## config.mk

```make
export PLATFORM = sky130hd
export DESIGN_NAME = seg7_scan_decoder
export DESIGN_NICKNAME = d
export VERILOG_FILES = /design/src/rtl/seg7_pkg.sv /design/src/rtl/seg7_pattern_decode.sv /design/src/rtl/seg7_scan_decoder.sv
export SDC_FILE = /design/constraint.sdc
export NUM_CORES = 1
export LEC_CHECK = 0
export ABC_AREA = 1
export ABC_CLOCK_PERIOD_IN_PS = 2600
export CAP_MARGIN = 20
export CORE_AREA = 2 2 92 94
export CTS_BUF_LIST = sky130_fd_sc_hd__clkbuf_16
export DETAILED_ROUTE_END_ITERATION = 6
export DIE_AREA = 0 0 94 96
export PLACE_DENSITY = 0.76
export REMOVE_ABC_BUFFERS = 1
export SLEW_MARGIN = 40
export SYNTH_ARGS = -nofsm -noshare
export SYNTH_HDL_FRONTEND = slang
export SYNTH_SLANG_ARGS = --single-unit
```

## constraint.sdc

```tcl
create_clock -name clk -period 2.6 [get_ports clk]
set_clock_uncertainty 0.2 [all_clocks]
set_input_delay 0.39 -clock clk [delete_from_list [all_inputs] [get_ports clk]]
set_output_delay 0.39 -clock clk [all_outputs]
set_load 0.005 [all_outputs]
```

## src/rtl/seg7_pkg.sv

```systemverilog
// Shared types and helpers for the seven-segment scan decoder.
// Segment patterns are active-high (lit = 1), bit0 = segment a ... bit6 = segment g.
package seg7_pkg;

  typedef enum logic [1:0] {
    StIdle,
    StSettle,
    StHeld
  } state_t;

  typedef struct packed {
    logic       legal;
    logic [3:0] nibble;
  } seg7_dec_t;

  localparam logic [6:0] Seg7Pat0 = 7'h3F;
  localparam logic [6:0] Seg7Pat1 = 7'h06;
  localparam logic [6:0] Seg7Pat2 = 7'h5B;
  localparam logic [6:0] Seg7Pat3 = 7'h4F;
  localparam logic [6:0] Seg7Pat4 = 7'h66;
  localparam logic [6:0] Seg7Pat5 = 7'h6D;
  localparam logic [6:0] Seg7Pat6 = 7'h7D;
  localparam logic [6:0] Seg7Pat7 = 7'h07;
  localparam logic [6:0] Seg7Pat8 = 7'h7F;
  localparam logic [6:0] Seg7Pat9 = 7'h6F;
  localparam logic [6:0] Seg7PatA = 7'h77;
  localparam logic [6:0] Seg7PatB = 7'h7C;
  localparam logic [6:0] Seg7PatC = 7'h39;
  localparam logic [6:0] Seg7PatD = 7'h5E;
  localparam logic [6:0] Seg7PatE = 7'h79;
  localparam logic [6:0] Seg7PatF = 7'h71;

  // Map a lit segment pattern back to its hex nibble; anything else is illegal.
  function automatic seg7_dec_t seg7_decode(input logic [6:0] pattern);
    seg7_dec_t r;
    r.legal  = 1'b1;
    r.nibble = 4'h0;
    case (pattern)
      Seg7Pat0: r.nibble = 4'h0;
      Seg7Pat1: r.nibble = 4'h1;
      Seg7Pat2: r.nibble = 4'h2;
      Seg7Pat3: r.nibble = 4'h3;
      Seg7Pat4: r.nibble = 4'h4;
      Seg7Pat5: r.nibble = 4'h5;
      Seg7Pat6: r.nibble = 4'h6;
      Seg7Pat7: r.nibble = 4'h7;
      Seg7Pat8: r.nibble = 4'h8;
      Seg7Pat9: r.nibble = 4'h9;
      Seg7PatA: r.nibble = 4'hA;
      Seg7PatB: r.nibble = 4'hB;
      Seg7PatC: r.nibble = 4'hC;
      Seg7PatD: r.nibble = 4'hD;
      Seg7PatE: r.nibble = 4'hE;
      Seg7PatF: r.nibble = 4'hF;
      default:  r.legal  = 1'b0;
    endcase
    return r;
  endfunction

  // Index of the lit anode; only meaningful when exactly one bit is set.
  function automatic logic [1:0] seg7_digit_idx(input logic [3:0] an_lit);
    seg7_digit_idx = 2'd0;
    for (int i = 0; i < 4; i++) begin
      if (an_lit[i]) seg7_digit_idx = 2'(i);
    end
  endfunction

endpackage

```

## src/rtl/seg7_pattern_decode.sv

```systemverilog
// Combinational segment-pattern lookup, kept separate so encoder checks can reuse it.
module seg7_pattern_decode
  import seg7_pkg::*;
(
  input  logic [6:0] pattern,
  output logic [3:0] nibble,
  output logic       legal
);

  seg7_dec_t dec;

  assign dec    = seg7_decode(pattern);
  assign nibble = dec.nibble;
  assign legal  = dec.legal;

endmodule

```

## src/rtl/seg7_scan_decoder.sv

```systemverilog
// Recovers the four displayed hex digits from a multiplexed active-low an/seg bus.
// Optional build macro: SEG7_SCAN_SYNC_EN adds a two-flop synchroniser on an/seg.
module seg7_scan_decoder
  import seg7_pkg::*;
#(
  parameter int unsigned SETTLE_CYC  = 4,
  parameter int unsigned TIMEOUT_CYC = 65535
) (
  input  logic        clk,
  input  logic        rst,
  input  logic [3:0]  an,
  input  logic [7:0]  seg,
  output logic [15:0] digits,
  output logic [3:0]  dp,
  output logic [3:0]  digit_valid,
  output logic        frame_valid,
  output logic        err_pattern,
  output logic        err_multi,
  output logic        stale
);

  localparam int unsigned SW = (SETTLE_CYC > 1) ? $clog2(SETTLE_CYC) : 1;
  localparam int unsigned TW = $clog2(TIMEOUT_CYC + 1);

  logic [11:0] bus_raw;

`ifdef SEG7_SCAN_SYNC_EN
  logic [11:0] sync1_q, sync2_q;

  // Two-flop synchroniser; resets to the all-off pin state.
  always_ff @(posedge clk or posedge rst) begin
    if (rst) begin
      sync1_q <= '1;
      sync2_q <= '1;
    end else begin
      sync1_q <= {an, seg};
      sync2_q <= sync1_q;
    end
  end
  assign bus_raw = sync2_q;
`else
  assign bus_raw = {an, seg};
`endif

  logic [3:0] an_lit;
  logic [7:0] seg_lit;
  assign an_lit  = ~bus_raw[11:8];
  assign seg_lit = ~bus_raw[7:0];

  state_t        state_q, state_d;
  logic [SW-1:0] settle_cnt_q, settle_cnt_d;
  logic [3:0]    an_prev_q;
  logic [7:0]    seg_prev_q;
  logic          changed, one_hot, multi_now, multi_prev, capture;
  logic [1:0]    idx;
  logic [3:0]    dec_nibble;
  logic          dec_legal;

  assign changed    = (an_lit != an_prev_q) || (seg_lit != seg_prev_q);
  assign one_hot    = $onehot(an_lit);
  assign multi_now  = ($countones(an_lit) > 1);
  assign multi_prev = ($countones(an_prev_q) > 1);
  assign idx        = seg7_digit_idx(an_lit);

  seg7_pattern_decode u_decode (
    .pattern (seg_lit[6:0]),
    .nibble  (dec_nibble),
    .legal   (dec_legal)
  );

  // Dwell tracking state and previous bus sample.
  always_ff @(posedge clk or posedge rst) begin
    if (rst) begin
      state_q      <= StIdle;
      settle_cnt_q <= '0;
      an_prev_q    <= '0;
      seg_prev_q   <= '0;
    end else begin
      state_q      <= state_d;
      settle_cnt_q <= settle_cnt_d;
      an_prev_q    <= an_lit;
      seg_prev_q   <= seg_lit;
    end
  end

  // Dwell FSM: capture once after SETTLE_CYC unchanged edges on a single lit anode.
  always_comb begin
    state_d      = state_q;
    settle_cnt_d = settle_cnt_q;
    capture      = 1'b0;
    unique case (state_q)
      StIdle: begin
        if (one_hot) begin
          state_d      = StSettle;
          settle_cnt_d = '0;
        end
      end
      StSettle: begin
        if (changed) begin
          state_d      = one_hot ? StSettle : StIdle;
          settle_cnt_d = '0;
        end else if (settle_cnt_q == SW'(SETTLE_CYC - 1)) begin
          capture      = 1'b1;
          state_d      = StHeld;
          settle_cnt_d = '0;
        end else begin
          settle_cnt_d = settle_cnt_q + 1'b1;
        end
      end
      StHeld: begin
        if (changed) begin
          state_d      = one_hot ? StSettle : StIdle;
          settle_cnt_d = '0;
        end
      end
      default: state_d = StIdle;
    endcase
  end

  logic [15:0]   digits_q, digits_d;
  logic [3:0]    dp_q, dp_d, valid_q, valid_d, seen_q, seen_d;
  logic          frame_q, frame_d, errp_q, errp_d, errm_q, errm_d, stale_q, stale_d;
  logic [TW-1:0] stale_cnt_q, stale_cnt_d;

  // Capture bookkeeping and stale timeout; a capture on the timeout edge wins.
  always_comb begin
    digits_d    = digits_q;
    dp_d        = dp_q;
    valid_d     = valid_q;
    seen_d      = seen_q;
    frame_d     = 1'b0;
    errp_d      = 1'b0;
    errm_d      = multi_now && !multi_prev;
    stale_d     = stale_q;
    stale_cnt_d = stale_cnt_q;
    if (capture) begin
      stale_cnt_d = '0;
      stale_d     = 1'b0;
      if (dec_legal) begin
        digits_d[{idx, 2'b00} +: 4] = dec_nibble;
        valid_d[idx]                = 1'b1;
      end else begin
        valid_d[idx] = 1'b0;
        errp_d       = 1'b1;
      end
      dp_d[idx]   = seg_lit[7];
      seen_d[idx] = 1'b1;
      if (seen_d == 4'b1111) begin
        frame_d = 1'b1;
        seen_d  = '0;
      end
    end else if (stale_cnt_q != TW'(TIMEOUT_CYC)) begin
      stale_cnt_d = stale_cnt_q + 1'b1;
      if (stale_cnt_q == TW'(TIMEOUT_CYC - 1)) begin
        stale_d = 1'b1;
        valid_d = '0;
        seen_d  = '0;
      end
    end
  end

  // Output and bookkeeping registers.
  always_ff @(posedge clk or posedge rst) begin
    if (rst) begin
      digits_q    <= '0;
      dp_q        <= '0;
      valid_q     <= '0;
      seen_q      <= '0;
      frame_q     <= 1'b0;
      errp_q      <= 1'b0;
      errm_q      <= 1'b0;
      stale_q     <= 1'b0;
      stale_cnt_q <= '0;
    end else begin
      digits_q    <= digits_d;
      dp_q        <= dp_d;
      valid_q     <= valid_d;
      seen_q      <= seen_d;
      frame_q     <= frame_d;
      errp_q      <= errp_d;
      errm_q      <= errm_d;
      stale_q     <= stale_d;
      stale_cnt_q <= stale_cnt_d;
    end
  end

  assign digits      = digits_q;
  assign dp          = dp_q;
  assign digit_valid = valid_q;
  assign frame_valid = frame_q;
  assign err_pattern = errp_q;
  assign err_multi   = errm_q;
  assign stale       = stale_q;

endmodule

```

==> run summary, run 1 <==
### Status
• **result of the run** completed

### Clocking
• **CTS tree** done
• **post-CTS clock slew at the launch and capture registers of the worst setup and hold paths** 0.06 ns
• **insertion delay of the later-clocked pin in the worst-skew pair** 0.33 ns
• **number of sinks driven by the clock tree** 64
• **clock tree buffer depth** 2
• **maximum level of the CTS H-tree** 3
• **number of clock buffers inserted by TritonCTS** 9
• **Clk Tree Root Cell** sky130_fd_sc_hd__clkbuf_16

### Critical path
• **Critical Path Fanout Max** 4
• **critical path data arrival time** 2.47 ns
• **Setup CP Type** in2reg
• **Crit. End Element** flip-flop
• **element type at the critical path start** input pin
• **depth of the worst register-to-register path** 10
• **Critical Path RT** 2.62 ns

### Power and ir drop
• **worst voltage drop across the vdd grid** 0.342 mV
• **post-route total power** 2.68 mW
• **power per standard cell area** 548 nW/um2
• **reported leakage power** 2.60 nW

### Synthesis
• **count of flip-flops with a built-in enable after synthesis** 0
• **total standard cell area after synthesis** 3880 um2
• **post-synth top area share** 41.3%
• **Most used DFF post-synth** sky130_fd_sc_hd__dfrtp_1
• **count of distinct cell types in the synthesized netlist** 34
• **Mapped Avg Cell Area** 7.21 um2
• **synth cell count leaders** sky130_fd_sc_hd__nand2_1 (205), sky130_fd_sc_hd__dfrtp_1 (64), sky130_fd_sc_hd__nor2_1 (57)
• **sequential-to-total area share from yosys stat** 41.3%
• **ys async rst share** 100%
• **library cell with the largest summed area after synthesis** sky130_fd_sc_hd__dfrtp_1
• **count leader, synth** sky130_fd_sc_hd__nand2_1
• **number of flip-flops and latches in the synthesized netlist** 64
• **synthesized instance count** 538
• **Synth area leaders** sky130_fd_sc_hd__dfrtp_1 (41%), sky130_fd_sc_hd__nand2_1 (20%), sky130_fd_sc_hd__nor2_1 (5.5%)
• **synth warn** 0

### Placed design
• **gp weighted congestion** 0.905
• **Detailed Place HPWL** 6.71 mm
• **Cells after DPL** 700
• **count of input and output buffers** 41

### Floorplanning
• **row count** 33
• **initial cell density of the core** 48.2%
• **core region area** 8050 um2
• **Die Span Y** 96 um
• **I/O pin count** 42
• **horizontal die dimension** 94 um
• **Die Footprint** 9020 um2

### STA
• **transition at the pin with the smallest max-transition slack** 0.441 ns
• **setup violation total in the final timing report** 0
• **fin crit share** 94.0%
• **number of failing hold endpoints at the final stage** 0
• **Final Critical Period** 2.44 ns
• **worst hold margin** 0.0623 ns
• **count of pins over their slew limit** 0
• **upper clock frequency limit** 0.409 GHz
• **worst slew margin relative to its limit** 70.5%

### Global route
• **number of antenna violations at the first check in global routing** 0
• **global-route wire length before repair** 15.4 mm
• **number of global-route vias before repair** 3471
• **aggregate global routing overflow** 0
• **pin count of the biggest net entering global routing** 28
• **Tot GR Track Use** 22.0%

### Drt
• **First DRT Iteration DRCs** 238
• **number of design rule violations left after detail routing** 0
• **routed wirelength normalized by instance count** 12.5 um
• **post-route ant nets** 0
• **vias after detailed routing** 3580
• **first-pass iteration count of the detailed router** 5
• **detail-routed via count per cell** 5.00
• **total wirelength of the detailed-routed design** 8.98 mm

### Final layout
• **diodes inserted** 0
• **number of filler cells placed in the layout** 733
• **proportion of layout cells with a drive suffix above 1** 15.4%
• **nets@finish** 629
• **final cell count without fillers** 716
• **area added between synthesis and finish** 26.2%

### Job
• **number of maximum-capacitance violations** 0

### Hold path
• **worst min-delay path class** in2async

stage by stage:
step                      area (um2)  setup TNS (ns)  worst slack [ns]  util, %
after global routing            4890        -0.00254          -0.00254     60.8
after CTS                       4890               0            0.0492     60.8
after detailed placement        4560           -1.96            -0.455     56.6
final                           4890               0             0.156     60.8
after floorplan                 3820               0             0.257        -
after global placement          4560           -1.50            -0.360     56.6
area by class of cell:
type | count | area, um2 | share of cell area (%)
Inverter | 73 | 275 | 5.62
Multi-Input combinational cell | 394 | 1950 | 39.9
Timing Repair Buffer | 64 | 607 | 12.4
Tap cell | 105 | 131 | 2.68
Clock inverter | 7 | 104 | 2.12
Clock buffer | 9 | 225 | 4.60
Sequential cell | 64 | 1600 | 32.7
flip-flops by register name, summed over array words and instances, names as in the netlist:
signal and flops:
settle_cnt_q 2, state_q 2, digit_valid 4, digits 16, err_multi 1, dp 4, seen_q 4, seg_prev_q 8
frame_valid 1, err_pattern 1, stale 1, an_prev_q 4, stale_cnt_q 16
path summary, 6_finish.rpt:
kind	startpoint	endpoint	slack [ns]
worst max-delay path	an[1]	settle_cnt_q[1]	0.16
worst min-delay path	rst	seg_prev_q[5]	0.06
worst max register to register	seg_prev_q[3]	digits[11]	0.65
worst min register to register	seen_q[1]	seen_q[1]	0.27
max in group asynchronous	rst	digits[9]	1.68
min in group clk	seen_q[1]	seen_q[1]	0.27
cells by family (layout without fill, tap and decap cells):
kind of cell / after synthesis / count (layout) / share of synthesized area [%]
xor gates and xnor gates: 4 / 4 / 0.903
buffers and inverters: 80 / 153 / 8.61
AOI/OAI and AO/OA: 30 / 30 / 4.32
DFF: 64 / 64 / 41.3
adders and majority gates: 9 / 9 / 3.29
and+or+nand+nor: 351 / 351 / 41.6
where the power goes:
group	total (mW)	internal (mW)	switching [mW]
registers	1.03	1.02	0.0123
clock network	1.33	0.850	0.481
logic	0.323	0.115	0.208
worst max-delay path, cell delays in order:
cell,delay (ns)
sky130_fd_sc_hd__clkdlybuf4s50_1,0.45
sky130_fd_sc_hd__fa_1,0.51
sky130_fd_sc_hd__inv_1,0.04
sky130_fd_sc_hd__ha_1,0.19
sky130_fd_sc_hd__inv_1,0.08
sky130_fd_sc_hd__ha_1,0.24
sky130_fd_sc_hd__nor3_2,0.16
sky130_fd_sc_hd__inv_1,0.08
sky130_fd_sc_hd__nand2_2,0.08
sky130_fd_sc_hd__nand3_1,0.11
sky130_fd_sc_hd__nand2_1,0.08
sky130_fd_sc_hd__nand2_1,0.05
cells in the final DEF, fill, tap and decap left out, types with 3 or more instances in the layout:
master                            count
sky130_fd_sc_hd__inv_2               18
sky130_fd_sc_hd__clkdlybuf4s50_1     40
sky130_fd_sc_hd__o21ai_1              4
sky130_fd_sc_hd__nand4_1             19
sky130_fd_sc_hd__buf_4               21
sky130_fd_sc_hd__clkbuf_16            9
sky130_fd_sc_hd__o211ai_1             3
sky130_fd_sc_hd__nor2_4               8
sky130_fd_sc_hd__nand3_2              6
sky130_fd_sc_hd__ha_1                 7
sky130_fd_sc_hd__nand2_2              6
sky130_fd_sc_hd__o21ai_0             16
sky130_fd_sc_hd__xor2_1               3
sky130_fd_sc_hd__nand2_1            204
sky130_fd_sc_hd__nor3_1               7
sky130_fd_sc_hd__nand3_1             27
sky130_fd_sc_hd__inv_1               52
sky130_fd_sc_hd__dfrtp_1             64
sky130_fd_sc_hd__nor2_2               8
sky130_fd_sc_hd__nor2_1              57
sky130_fd_sc_hd__clkinv_4             3
routing by layer:
layer,global-route usage (%),part of all wire [%],vias to the layer above
li1,-,-,1818
met1,27.3,44,1634
met2,37.5,48,108
met3,3.68,5.5,20
met4,10.3,2.5,0
met5,0,0,-
repair_timing:
| item | in CTS | in global routing |
|---|---|---|
| resized for setup | 2 | 1 |
| cloned | 0 | 0 |
| hold buffers | 0 | 0 |
| pin swaps | 0 | 1 |
| endpoints found under the setup margin | 4 | 4 |
| setup buffers | 0 | 0 |
(Power assumes the default switching activity.)
==> run 2: changes to the inputs <==
Settings changed: GPL_ROUTABILITY_DRIVEN set to 1.
==> results of run 2 <==
The final DEF is identical to that of run 1; final timing and power are the same.
